--- src/rtl/reg_file_pkg.sv ---
// Shared register-file constants for the integer pipeline.
// Width defaults used by reg_file, its scoreboard and its bus interface.
package reg_file_pkg;

  localparam int DATA_W   = 32;
  localparam int ADDR_W   = 4;
  localparam int NUM_REGS = 2 ** ADDR_W;

endpackage

--- src/rtl/reg_file_if.sv ---
// Writeback, read and issue signals of the register file.
// master drives requests; slave is the register file itself.
interface reg_file_if
  import reg_file_pkg::*;
#(
  parameter int DW = reg_file_pkg::DATA_W,
  parameter int AW = reg_file_pkg::ADDR_W
);

  logic          we;
  logic [AW-1:0] waddr;
  logic [DW-1:0] wdata;
  logic          re;
  logic [AW-1:0] raddr_a;
  logic [AW-1:0] raddr_b;
  logic [DW-1:0] rdata_a;
  logic [DW-1:0] rdata_b;
  logic          rvalid;
  logic          issue;
  logic [AW-1:0] issue_addr;
  logic          stall;

  modport master (
    output we, waddr, wdata,
    output re, raddr_a, raddr_b,
    output issue, issue_addr,
    input  rdata_a, rdata_b, rvalid, stall
  );

  modport slave (
    input  we, waddr, wdata,
    input  re, raddr_a, raddr_b,
    input  issue, issue_addr,
    output rdata_a, rdata_b, rvalid, stall
  );

endinterface

--- src/rtl/reg_scoreboard.sv ---
// Busy-bit scoreboard for pending multi-cycle writers.
// Raises stall when a requested read names a register still in flight.
module reg_scoreboard
  import reg_file_pkg::*;
#(
  parameter int ADDR_W = reg_file_pkg::ADDR_W
) (
  input  logic              clk,
  input  logic              rst,
  input  logic              i_issue,
  input  logic [ADDR_W-1:0] i_issue_addr,
  input  logic              i_we,
  input  logic [ADDR_W-1:0] i_waddr,
  input  logic              i_re,
  input  logic [ADDR_W-1:0] i_raddr_a,
  input  logic [ADDR_W-1:0] i_raddr_b,
  output logic              o_stall
);

  localparam int N = 2 ** ADDR_W;

  logic [N-1:0] r_busy;
  logic [N-1:0] w_busy_nxt;
  logic [N-1:0] w_busy_eff;

  // Issue is applied after the clear so a new writer wins.
  always_comb begin
    w_busy_nxt = r_busy;
    if (i_we)
      w_busy_nxt[i_waddr] = 1'b0;
    if (i_issue)
      w_busy_nxt[i_issue_addr] = 1'b1;
    w_busy_nxt[0] = 1'b0;
  end

  // A write landing this cycle is bypassed, so it no longer blocks.
  always_comb begin
    w_busy_eff = r_busy;
    if (i_we)
      w_busy_eff[i_waddr] = 1'b0;
  end

  assign o_stall = i_re &&
    (w_busy_eff[i_raddr_a] || w_busy_eff[i_raddr_b]);

  always_ff @(posedge clk) begin
    if (rst)
      r_busy <= '0;
    else
      r_busy <= w_busy_nxt;
  end

endmodule

--- src/rtl/reg_file.sv ---
// Two-read, one-write register file with write-first bypass,
// registered read data and a busy scoreboard for load hazards.
module reg_file
  import reg_file_pkg::*;
#(
  parameter int DATA_W = reg_file_pkg::DATA_W,
  parameter int ADDR_W = reg_file_pkg::ADDR_W
) (
  input logic       clk,
  input logic       rst,
  reg_file_if.slave bus
);

  localparam int N = 2 ** ADDR_W;

  logic [DATA_W-1:0] r_regs [N];
  logic [DATA_W-1:0] r_rdata_a;
  logic [DATA_W-1:0] r_rdata_b;
  logic              r_rvalid;

  logic              w_stall;
  logic              w_acc;
  logic              w_wr;
  logic [DATA_W-1:0] w_rd_a;
  logic [DATA_W-1:0] w_rd_b;

  reg_scoreboard #(
    .ADDR_W(ADDR_W)
  ) u_sb (
    .clk          (clk),
    .rst          (rst),
    .i_issue      (bus.issue),
    .i_issue_addr (bus.issue_addr),
    .i_we         (bus.we),
    .i_waddr      (bus.waddr),
    .i_re         (bus.re),
    .i_raddr_a    (bus.raddr_a),
    .i_raddr_b    (bus.raddr_b),
    .o_stall      (w_stall)
  );

  assign w_acc = bus.re && !w_stall;
  assign w_wr  = bus.we && (bus.waddr != '0);

  always_comb begin
    w_rd_a = r_regs[bus.raddr_a];
    if (bus.raddr_a == '0)
      w_rd_a = '0;
    else if (w_wr && bus.waddr == bus.raddr_a)
      w_rd_a = bus.wdata;
  end

  always_comb begin
    w_rd_b = r_regs[bus.raddr_b];
    if (bus.raddr_b == '0)
      w_rd_b = '0;
    else if (w_wr && bus.waddr == bus.raddr_b)
      w_rd_b = bus.wdata;
  end

  // Index 0 is never written, so it stays at its reset value of 0.
  always_ff @(posedge clk) begin
    if (rst) begin
      for (int i = 0; i < N; i++)
        r_regs[i] <= '0;
    end else if (w_wr) begin
      r_regs[bus.waddr] <= bus.wdata;
    end
  end

  always_ff @(posedge clk) begin
    if (rst) begin
      r_rdata_a <= '0;
      r_rdata_b <= '0;
      r_rvalid  <= 1'b0;
    end else begin
      r_rvalid <= w_acc;
      if (w_acc) begin
        r_rdata_a <= w_rd_a;
        r_rdata_b <= w_rd_b;
      end
    end
  end

  assign bus.rdata_a = r_rdata_a;
  assign bus.rdata_b = r_rdata_b;
  assign bus.rvalid  = r_rvalid;
  assign bus.stall   = w_stall;

endmodule

--- src/flat_wrapper.sv ---
// flat-port wrapper written by rule: the top's interface ports become plain ports
module reg_file_flat import reg_file_pkg::*;
#(
  parameter int DATA_W = reg_file_pkg::DATA_W,
  parameter int ADDR_W = reg_file_pkg::ADDR_W
)
  (clk, rst, bus_we, bus_waddr, bus_wdata, bus_re, bus_raddr_a, bus_raddr_b, bus_issue, bus_issue_addr, bus_rdata_a, bus_rdata_b, bus_rvalid, bus_stall);
  reg_file_if bus_i ();
  input logic clk;
  input logic rst;
  input wire logic [$bits(bus_i.we)-1:0] bus_we;
  input wire logic [$bits(bus_i.waddr)-1:0] bus_waddr;
  input wire logic [$bits(bus_i.wdata)-1:0] bus_wdata;
  input wire logic [$bits(bus_i.re)-1:0] bus_re;
  input wire logic [$bits(bus_i.raddr_a)-1:0] bus_raddr_a;
  input wire logic [$bits(bus_i.raddr_b)-1:0] bus_raddr_b;
  input wire logic [$bits(bus_i.issue)-1:0] bus_issue;
  input wire logic [$bits(bus_i.issue_addr)-1:0] bus_issue_addr;
  output wire logic [$bits(bus_i.rdata_a)-1:0] bus_rdata_a;
  output wire logic [$bits(bus_i.rdata_b)-1:0] bus_rdata_b;
  output wire logic [$bits(bus_i.rvalid)-1:0] bus_rvalid;
  output wire logic [$bits(bus_i.stall)-1:0] bus_stall;
  assign bus_i.we = bus_we;
  assign bus_i.waddr = bus_waddr;
  assign bus_i.wdata = bus_wdata;
  assign bus_i.re = bus_re;
  assign bus_i.raddr_a = bus_raddr_a;
  assign bus_i.raddr_b = bus_raddr_b;
  assign bus_i.issue = bus_issue;
  assign bus_i.issue_addr = bus_issue_addr;
  assign bus_rdata_a = bus_i.rdata_a;
  assign bus_rdata_b = bus_i.rdata_b;
  assign bus_rvalid = bus_i.rvalid;
  assign bus_stall = bus_i.stall;
  reg_file #(.DATA_W(DATA_W), .ADDR_W(ADDR_W)) u_core (.clk(clk), .rst(rst), .bus(bus_i));
endmodule
--- config.mk ---
export PLATFORM = sky130hd
export DESIGN_NAME = reg_file_flat
export DESIGN_NICKNAME = d
export VERILOG_FILES = /design/src/rtl/reg_file_pkg.sv /design/src/rtl/reg_file_if.sv /design/src/rtl/reg_scoreboard.sv /design/src/rtl/reg_file.sv /design/src/flat_wrapper.sv
export SDC_FILE = /design/constraint.sdc
export NUM_CORES = 1
export LEC_CHECK = 0
export ABC_AREA = 0
export CAP_MARGIN = 20
export CORE_UTILIZATION = 40
export CTS_CLUSTER_SIZE = 12
export DETAILED_ROUTE_END_ITERATION = 8
export GPL_ROUTABILITY_DRIVEN = 0
export GPL_TIMING_DRIVEN = 0
export MAX_ROUTING_LAYER = met4
export SETUP_SLACK_MARGIN = 0.15
export SYNTH_ARGS = -nofsm -noshare
export SYNTH_HDL_FRONTEND = slang
export SYNTH_HIERARCHICAL = 1
export SYNTH_SLANG_ARGS = --single-unit
--- constraint.sdc ---
create_clock -name clk -period 4.68 [get_ports clk]
set_clock_uncertainty 0.2 [all_clocks]
set_input_delay 0.468 -clock clk [delete_from_list [all_inputs] [get_ports clk]]
set_output_delay 0.468 -clock clk [all_outputs]
set_load 0.005 [all_outputs]
* Yosys cells after proc, flatten, opt, wreduce, memory -nomap -nowiden
Memory sizes are Yosys's and may differ from the RTL's. Index checks and enable logic that the tools add are counted. Widths: inputs -> output; s select.
Storage, ports and cells: register bits 81, memory bits (writable) 512, input bits 53, output and inout bits 66, logic and storage cells 52, memories 1
Cells by class: $lt $le $gt $ge 6, eq/ne operators 2, multiplexer cells 22, bitwise operators 3, reductions and logical operators 13
Memory list:
- u_core.r_regs | words 16, bits a word 32, read ports 2, clocked after memory_dff 0, wr ports 16, RTL line reg_file.sv:16 | logic [DATA_W-1:0] r_regs [N];
Operators by type and width (number):
- $mux 32 | 5
- $mux 16 | 2
- $reduce_or 32->1 | 1
- $lt 4x5->1 const B | 4
- $and 16x16->16 | 1
- $not 16->16 | 1
- $or 16x16->16 | 1
- $mux 1 | 10
- $bmux 1 s4 | 2
- $demux 1 s4 | 2
- $eq 4x4->1 | 2
- $ge 4x1->1 const B | 2
- $logic_not 4->1 | 2
- $logic_and 1x1->1 | 7
- $mux 4 | 1
- $reduce_bool 4->1 | 1
- $logic_not 1->1 | 1
- $logic_or 1x1->1 | 1

* Longest topological paths before layout
Gate-level depths: netlist of run 1.
word-level depth 13, depth in mapped cells 13, gate-level depth less buffers 10

* Cells and area by module
The synthesis of run 1 kept the hierarchy.
By module, submodules not included:
- reg_file | instances 1, cells each 2041, area an instance 29963.7 µm², seq. area each 16676.0 µm²
- reg_scoreboard | instances 1, cells each 140, area an instance 1037.2 µm², seq. area each 300.3 µm²

* Worst setup path after synthesis of run 1
OpenSTA, ideal clock, no wires.
path type input to register, start input port bus_we, end memory u_core.r_regs[9][0], enable pin, setup time 0.466 ns, arrival time 3.216 ns, data required time 4.014 ns, setup slack 0.799 ns, stages 3, buffers on the path 0, cells stage by stage nor2b_1 nand3b_1 o21ai_0
RTL lines:
- start: declaration | RTL line flat_wrapper.sv:11 | input wire logic [$bits(bus_i.we)-1:0] bus_we;
- end: declaration | RTL line reg_file.sv:16

* Worst setup path in the final report of run 1
start input port bus_we, end register u_core.r_rdata_b[15] (netlist: u_core/bus.rdata_b[15])
On the way: word-level cells in the longest chain between the ends 7, elaborated cells between the ends (all ways) 13, classes of those cells mux: 7; reduce/logical: 6
RTL lines:
- $mux 16 | RTL line reg_scoreboard.sv:39 | if (i_we)
- $bmux 1 s4 | RTL line reg_scoreboard.sv:44 | (w_busy_eff[i_raddr_a] || w_busy_eff[i_raddr_b]);
- $mux 1 (implied by the code) | RTL line reg_scoreboard.sv:44
- $logic_or 1x1->1 | RTL line reg_scoreboard.sv:44
- $logic_and 1x1->1 | RTL line reg_scoreboard.sv:43 | assign o_stall = i_re &&
- $logic_not 1->1 | RTL line reg_file.sv:42 | assign w_acc = bus.re && !w_stall;
- $logic_and 1x1->1 | RTL line reg_file.sv:42
- end signal: assignment | RTL line reg_file.sv:80 | r_rdata_b <= w_rd_b;
- end: declaration | RTL line reg_file.sv:18 | logic [DATA_W-1:0] r_rdata_b;
Several ways; a longest one is shown, not always the timed one. The select of a mux whose other input is x is not followed. A chain may end at the register's enable or synchronous reset.

==> impl_summary.md, run 1 <==
Status
The flow ran to the end, and the final reports show no timing, DRC or antenna violations.

Die
The cell row count is between 100 and 150. The die covers ~79000 µm². The area of the core is ~76000 µm².

The effective utilization at floorplan is about two fifths. The floorplan die height is about 280 µm. The die span in x is roughly 280 µm.

The I/O pin count is approximately 120.

Placement
The sum of net half-perimeters after detailed placement is 72200 µm. The number of input and output port buffers inserted is approximately 110. The instance area after placement is ~34000 µm².

Layout
The number of fillers in the final layout is around 6700. The sequential cells in the finished layout cover a total of 16980 µm². Of the cells placed in the final design, the portion with a size suffix greater than 1 is 21.61%. The share of the core filled with cells is 47.43%. In the final layout, the multi-input gates occupy 13170 µm². The post-route cell area is approximately 36000 µm². Compared with the post-synthesis result, the final layout area differs by 16.78%. In the final design database the tool counted 2464 nets.

Setup path
The endpoint identified for the worst register-to-register timing path is u_core/bus.rdata_a[24]. The length in cells of the worst reg-to-reg path is 10. For the worst setup path, the data arrival time is approximately 4.7 ns. The startpoint identified for the worst register-to-register timing path is u_core/u_sb/r_busy[5].

The kind of launch point of the worst setup path is a primary input. The setup slack of the most critical reg-to-reg path is roughly 0.94 ns. The startpoint-to-endpoint class of the critical path is primary input to register.

The kind of end point of the critical path is a register. The maximum fanout encountered on the critical timing path is 10. Data on the critical path is required at its endpoint by between 4 and 5 ns.

STA
Counting I/O delays and the setup requirement, the final critical path takes roughly 4.4 ns. The share of the cycle needed by the critical path after routing is ~94%. Setup violations remaining at the end of the flow were counted as 0. The count of pins over their slew limit is 0. The number of endpoints with negative hold slack in the final report is 0.

The worst pin sits at a relative slew slack of 18.29%. Across all hold checks on the routed design, the worst slack comes to 0.2795 ns. The actual transition at the worst max-transition pin is approximately 1.2 ns. Setup repair after global routing left no endpoint under its margin. For this run, the top clock speed supported by timing is 226.4 MHz.

Power
In this run the static leakage power is 0.01214 µW. Summing internal, switching and leakage power gives 13260 µW. The combinational power share is about an eighth.

The internal power of the cells totals approximately 10000 µW. The clock network accounts for between 40% and 50% of the total power. The switching power summed over all nets is ~3200 µW.

The switching part of the total power is between 20% and 30%. In this run the power density over the cells is between 300 and 400 nW/µm². Per report_power, the sequential group accounts for 46.9% of the total. The maximum ir drop on the vdd rail is between 200 and 250 µV.

Global route
The via count of the first global-routing pass is ~22000. The largest net degree at the start of global routing is 33. The aggregate global routing overflow is 0. The overall track demand over capacity in global routing is between 20% and 30%.

The number of antenna violations at the first check in global routing is 1. The first global-routing pass estimated roughly 150000 µm of wire.

Detailed routing
The first detailed-routing pass took 5 iterations. The number of vias per cell after detailed routing is a little over 6. Across all layers, the routed design uses around 21000 vias. The initial DRC count is 2200. In the routed design, unresolved DRC markers number 0. The routed design has approximately 100000 µm of wire.

After detailed routing, the average wire length per cell comes to roughly 30 µm. The count of nets left with antenna violations once routing finished came out at 0.

Run
Across the run, the number of max-cap violations was 0.

CTS
The cell at the root of the clock tree is clkbuf_16. Clock-pin slew was measured on the worst setup and hold paths at around 0.060 ns. The clock tree synthesis step divided the H-tree into 3 levels. The clock latency of the later-clocked register in the worst-skew pair is around 0.61 ns.

In this run the deepest clock path goes through 3 buffers. The clock tree from TritonCTS is done. The clock net in this run drives a total of about 590 sinks. The number of buffers created by CTS is a little under 70.

Hold path
The worst hold path terminates at u_core/bus.rdata_a[9]. The worst hold path passes through 2 cells. In this run the worst hold path is classified as register to register. The worst hold path begins at u_core/bus.rdata_a[9].

Synth
The most area-hungry cell type in the Yosys netlist is edfxtp_1. During synthesis, Yosys emitted a total of 6 warnings. The post-synthesis sequential area ratio is 54.76%.

The number of synthesized flops with an enable pin is 512. After synthesis the netlist holds a flip-flop and latch count of around 590. Counting instances in the post-synthesis netlist gives the leading cell types as edfxtp_1, and2_1, mux4_2. Synthesis handed over a netlist of about 2200 instances. After synthesis, the cell types taking the most area are edfxtp_1, mux4_2, and2_1. Averaged over all synthesized cells, the footprint is ~14 µm². In the synthesized netlist the dominant register cell turns out to be edfxtp_1.

The share of the synthesized area in the top cell type is between 40% and 50%. Summing every instance area after synthesis gives 31000 µm². The most frequent cell after synthesis is edfxtp_1.

The fraction of synthesis flops using an asynchronous set or reset pin is 0%. Synthesis instantiated 55 different standard cells from the library.
logic make-up (layout without fill, tap and decap cells):
group,after synthesis,count (layout),share of synthesized area (%)
other cells,1,34,0.01210
mux,328,328,21.03
buf+inv,218,468,3.592
compound gates,248,248,5.324
simple gates,784,784,15.00
flops,592,592,54.76
xor+xnor,10,10,0.2825
cell usage in the layout, fill, tap and decap left out, drive strengths merged, types with 4 or more instances in the layout:
master and n:
nand2 146, a211oi 62, clkbuf 236, nand4 5, clkdlybuf4s50 114, buf 85, or2 5, inv 9
nand3 16, a21oi 18, a22oi 64, mux4 252, nand3b 8, xnor2 5, and4 62, o21ai 83
xor2 5, mux2i 9, mux2 67, bufinv 5, nand2b 4, clkinv 19, nor3b 5, nor2 27
nor2b 6, o2111ai 5, nor4 5, nor3 5, conb 32, edfxtp 512, and3 6, dfxtp 80
and2 481
critical path: stages:
cell and delay [ns]:
clkdlybuf4s50_1 0.74, nor3b_2 0.30, or2b_4 0.31, nand3b_1 0.10, a21oi_1 0.07, o311ai_0 0.33
nand4_1 0.23, nand2b_1 0.38, clkbuf_2 0.36, a21oi_2 0.48, clkbuf_2 0.46, o21ai_0 0.17
a211oi_1 0.28
what timing repair did:
action                                  4_1_cts  5_1_grt
hold buffers                                  0        0
gates resized for setup                       6       13
setup buffers                                 0        0
pin swaps                                     0        0
endpoints found under the setup margin       50       51
final cells by class:
type                            count  area share [%]
Sequential cell                   592           46.89
Tap cell                         1030           3.560
Timing Repair Buffer              129           3.926
Clock buffer                       95           5.433
Inverter                            7         0.07258
Multi-Input combinational cell   1402           36.38
Buffer                            211           3.038
Clock inverter                     26          0.6843
Antenna cell                        2         0.01382
metrics by stage:
step,TNS [ns],setup slack (ns),cells
after floorplan,0,0.7985,2212
after CTS,0,0.1727,3491
after detailed placement,-39.98,-0.9401,3370
after global placement,-1213.85,-3.599,3356
final,0,0.2636,3494
after global routing,0,0.2201,3492
routing by layer:
metal / wire (µm) / GRT usage (%) / up-vias
li1: - / - / 8833
met3: 8353 / 4.580 / 251
met4: 4205 / 11.49 / 0
met1: 40430 / 34.00 / 10910
met2: 50540 / 44.29 / 1093
met5: 0 / - / -
sequential cells by signal (all words and copies together), names as in the netlist:
name                cells
u_core/r_regs         512
u_core/bus.rvalid       1
u_core/u_sb/r_busy     15
u_core/bus.rdata_b     32
u_core/bus.rdata_a     32
power by group through the flow:
| stage | clock network (µW) | logic (µW) | registers (µW) |
|---|---|---|---|
| detailed placement | 0 | 1680 | 6320 |
| global placement | 0 | 1620 | 6320 |
| finish | 5330 | 1710 | 6220 |
| CTS | 5410 | 1690 | 6210 |
| floorplan | 0 | 1020 | 6270 |
| global route | 5610 | 1790 | 6250 |
worst max-delay path by stage:
| stage | end | cells past startpoint | from | slack (ns) |
|---|---|---|---|---|
| 2_1_floorplan | u_core/r_regs[9][0] | 3 | bus_we | 0.80 |
| 3_3_place_gp | u_core/r_regs[11][14] | 4 | rst | -3.60 |
| 3_5_place_dp | u_core/bus.rdata_a[11] | 13 | bus_we | -0.94 |
| 4_1_cts | u_core/bus.rdata_a[18] | 13 | bus_we | 0.17 |
| 5_1_grt | u_core/bus.rdata_a[11] | 13 | bus_we | 0.22 |
| 6_report | u_core/bus.rdata_b[15] | 13 | bus_we | 0.26 |
No activity file was read; power rests on OpenSTA's default activity.
==> run 2: changes to the inputs <==
- CORE_ASPECT_RATIO: default -> 1.4
- REMOVE_ABC_BUFFERS: default -> 1
- SYNTH_HIERARCHICAL: 1 -> default
==> impl_summary.md, run 2 <==
Detailed routing
The detail route stage leaves a number of antenna-violating nets equal to 0. Dividing the detail-routed wire length by the instance count gives approximately 30 µm. The number of vias per cell after detailed routing is between 6 and 7. The number of vias after detailed routing is 18830. The final layout contains routed wiring with a total length of around 94000 µm. For this run, design rule violations remaining after detail routing come to 0. The initial DRC count is about 1900. The first-pass iteration count of the detailed router is 5.

Synth
The prevailing post-synth register cell is edfxtp_1. The synthesized design devotes to its leading area cell type 49.63% of total area. Counting distinct cell types in the post-synthesis netlist gives just over 50. Yosys mapped a number of flops with a built-in enable equal to 512. Synthesis inferred 592 register bits. The fraction of synthesis flops using an asynchronous set or reset pin is 0%.

edfxtp_1 is the most common cell in the netlist. The gate count after technology mapping is between 2000 and 2500. Sequential cells were found to cover 54.80% of the synthesized design area. The average instance area after synthesis is ~15 µm².

The number of warnings printed during yosys synthesis is 0. Summed over all instances, the cell type with the most area after synthesis is edfxtp_1. Ranked by total cell area, the synthesized netlist is headed by edfxtp_1, mux4_2, and2_1.

The synthesized netlist occupies a cell area of around 31000 µm². Sorting the synthesized cells by how often they occur yields edfxtp_1, and2_1, mux4_2.

CTS
The clock slew seen by the registers of the worst setup and hold paths is about 0.060 ns. The H-tree was split into 2 levels. The post-cts resize count is 0. The post-CTS repair timing setup buffer count is 0. Buffers inserted to repair hold after CTS numbered 0. TritonCTS built the clock tree. The clock latency of the later-clocked register in the worst-skew pair is approximately 0.64 ns. In this run the deepest clock path goes through 3 buffers.

The root buffer cell chosen for the clock tree is clkbuf_16. TritonCTS created 59 clock buffers. Counting every sink on the clock net gives ~590.

Global route
The first global-routing pass estimated approximately 140000 µm of wire. The via count of the first global-routing pass is about 20000. The total overflow left after global routing is 0. The number of antenna violations at the first check in global routing was 5. The overall track demand over capacity in global routing is about 25%. Entering global routing, the biggest net connects 84 pins.

Layout
The most frequent standard cell in the layout excluding fill and tap cells is edfxtp_1. In the final layout, the multi-input gates occupy between 10000 and 15000 µm². The synthesis-to-finish area growth is 15.17%. Across the whole layout, storage elements account for 16980 µm². After routing the design area is approximately 36000 µm². Leaving out fill and tap cells, the most frequent cells in the layout are edfxtp_1, and2_1, mux4_2.

The number of flip-flops under the largest register name is roughly 510. After the last flow step, the layout net total stands at 2151. The layout cell share with drive strength beyond 1 is 23.73%. The number of fillers in the final layout is 6588.

The top register by number of flip-flops is u_core.r_regs.

Setup path
Traced cell by cell, the critical path runs through clkdlybuf4s50_1 -> nand3_1 -> nor3_2 -> buf_4 -> buf_8 -> buf_6 -> or2_4. The worst setup path is captured at a register. The critical path is of the primary input to register type. Data arrives at the worst endpoint at around 4.3 ns. The worst path buffer plus inverter count is 4. The highest cell delay on the worst timing path is 0.92 ns.

The maximum fanout encountered on the critical timing path is 32. Grouping stages by cell kind, the critical path spends the most delay in simple AND/OR/NAND/NOR gates. The slowest stage cell on the critical path is clkdlybuf4s50_1. The critical path data required time is ~4.7 ns.

The kind of launch point of the worst setup path is a primary input.

STA
Setup repair after global routing left no endpoint under its margin. At the pin with the least slew margin, the transition time is ~1.1 ns. Static timing analysis puts the maximum clock frequency at 237.3 MHz. Counting I/O delays and the setup requirement, the final critical path takes about 4.2 ns. Summed over all failing endpoints, the final setup total negative slack is 0 ns. The share of the cycle needed by the critical path after routing is 90.04%. The count of pins over their slew limit was 0. Headroom to the max-slew limit came out at ~27%. The number of endpoints with negative hold slack in the final report is 0. The total setup violations reported at the end of the flow is 0.

Die
The cell row count is 120. The I/O pin count is 119. The area of the core is 76570 µm². The die outline area is 78580 µm². Once the floorplan was initialized, standard cells occupied 40.45% of the core. The die span in x is about 240 µm.

The floorplan die height is roughly 330 µm.

Placement
Detailed placement ended at an HPWL of ~55000 µm. After detailed placement, the total cell area comes to roughly 34000 µm². The number of input and output port buffers inserted is around 120.

Power
The combinational power share is between 10% and 20%. The total leakage power is approximately 0.012 µW. The switching part of the total power is between 20% and 30%. The cell internal power dissipation is 9438 µW. VDD sags by at most 323.2 µV.

The part of the power in registers is 49.8%. In this run the power density over the cells is between 300 and 400 nW/µm². The proportion of power drawn by the clock network is a little under two fifths. In this run the power spent charging and discharging nets is 3055 µW.

Run
Across the run, the number of max-cap violations was 0.

Status
The run finished with clean final reports.

Hold path
In this run the worst hold path is classified as primary input to register.
## run 2: cell type report
type,instances,share of cell area [%]
Sequential cell,592,47.59
Timing Repair Buffer,181,6.632
Antenna cell,3,0.02104
Inverter,8,0.08768
Clock buffer,100,4.889
Multi-Input combinational cell,1256,37.18
Clock inverter,12,0.1824
Tap cell,976,3.423
## run 2: logic make-up after synthesis
kind of cell | after synthesis | share of synthesized area, %
and+or+nand+nor | 704 | 13.97
DFF | 592 | 54.80
muxes | 388 | 25.47
buffers and inverters | 200 | 3.159
AOI/OAI and AO/OA | 124 | 2.363
xor gates and xnor gates | 8 | 0.2262
other | 1 | 0.01211
## run 2: metal layers
layer  wire [µm]  up-vias  GRT usage (%)
li1            -     7851              -
met1       35570     9937          30.02
met3        6660      203          3.911
met4        3166        0          8.154
met5           0        -              -
met2       48680      834          42.37
## run 2: stage by stage
step | std cells | utilization (%) | hold WS (ns) | setup WS (ns) | power (µW)
after detailed placement | 3013 | 44.22 | 0.2691 | -0.1150 | 8000
after CTS | 3125 | 46.58 | 0.02723 | 0.5749 | 12560
final | 3128 | 46.59 | 0.04744 | 0.4661 | 12490
after global placement | 2950 | 42.50 | 0.2650 | -12.97 | 8154
after floorplan | 1856 | - | 0.2554 | -1.324 | 7161
after global routing | 3128 | 46.59 | 0.05455 | 0.4091 | 12870
## run 2: path summary, 6_finish.rpt
check,cells after the start,from,end,slack [ns]
worst min register to register,2,u_core.bus.rdata_a[30],u_core.bus.rdata_a[30],0.27
worst max register to register,8,u_core.u_sb.r_busy[6],u_core.bus.rdata_b[18],1.99
worst max-delay path,7,bus_waddr[1],u_core.r_regs[3][14],0.47
worst min-delay path,1,rst,u_core.r_regs[0][21],0.05
## run 2: power by group through the flow
stage	clock network (µW)	logic [µW]	registers, µW
detailed placement	0	1670	6330
CTS	4670	1680	6220
finish	4610	1660	6220
global placement	0	1860	6300
floorplan	0	881	6280
global route	4860	1750	6260
## run 2: worst reg2reg max path: cells and delay by family (launching register included)
kind | cells | cell delay, ns
AOI/OAI and AO/OA | 2 | 0.50
buffers and inverters | 3 | 0.67
DFF | 1 | 0.34
muxes | 2 | 0.43
and+or+nand+nor | 1 | 0.42
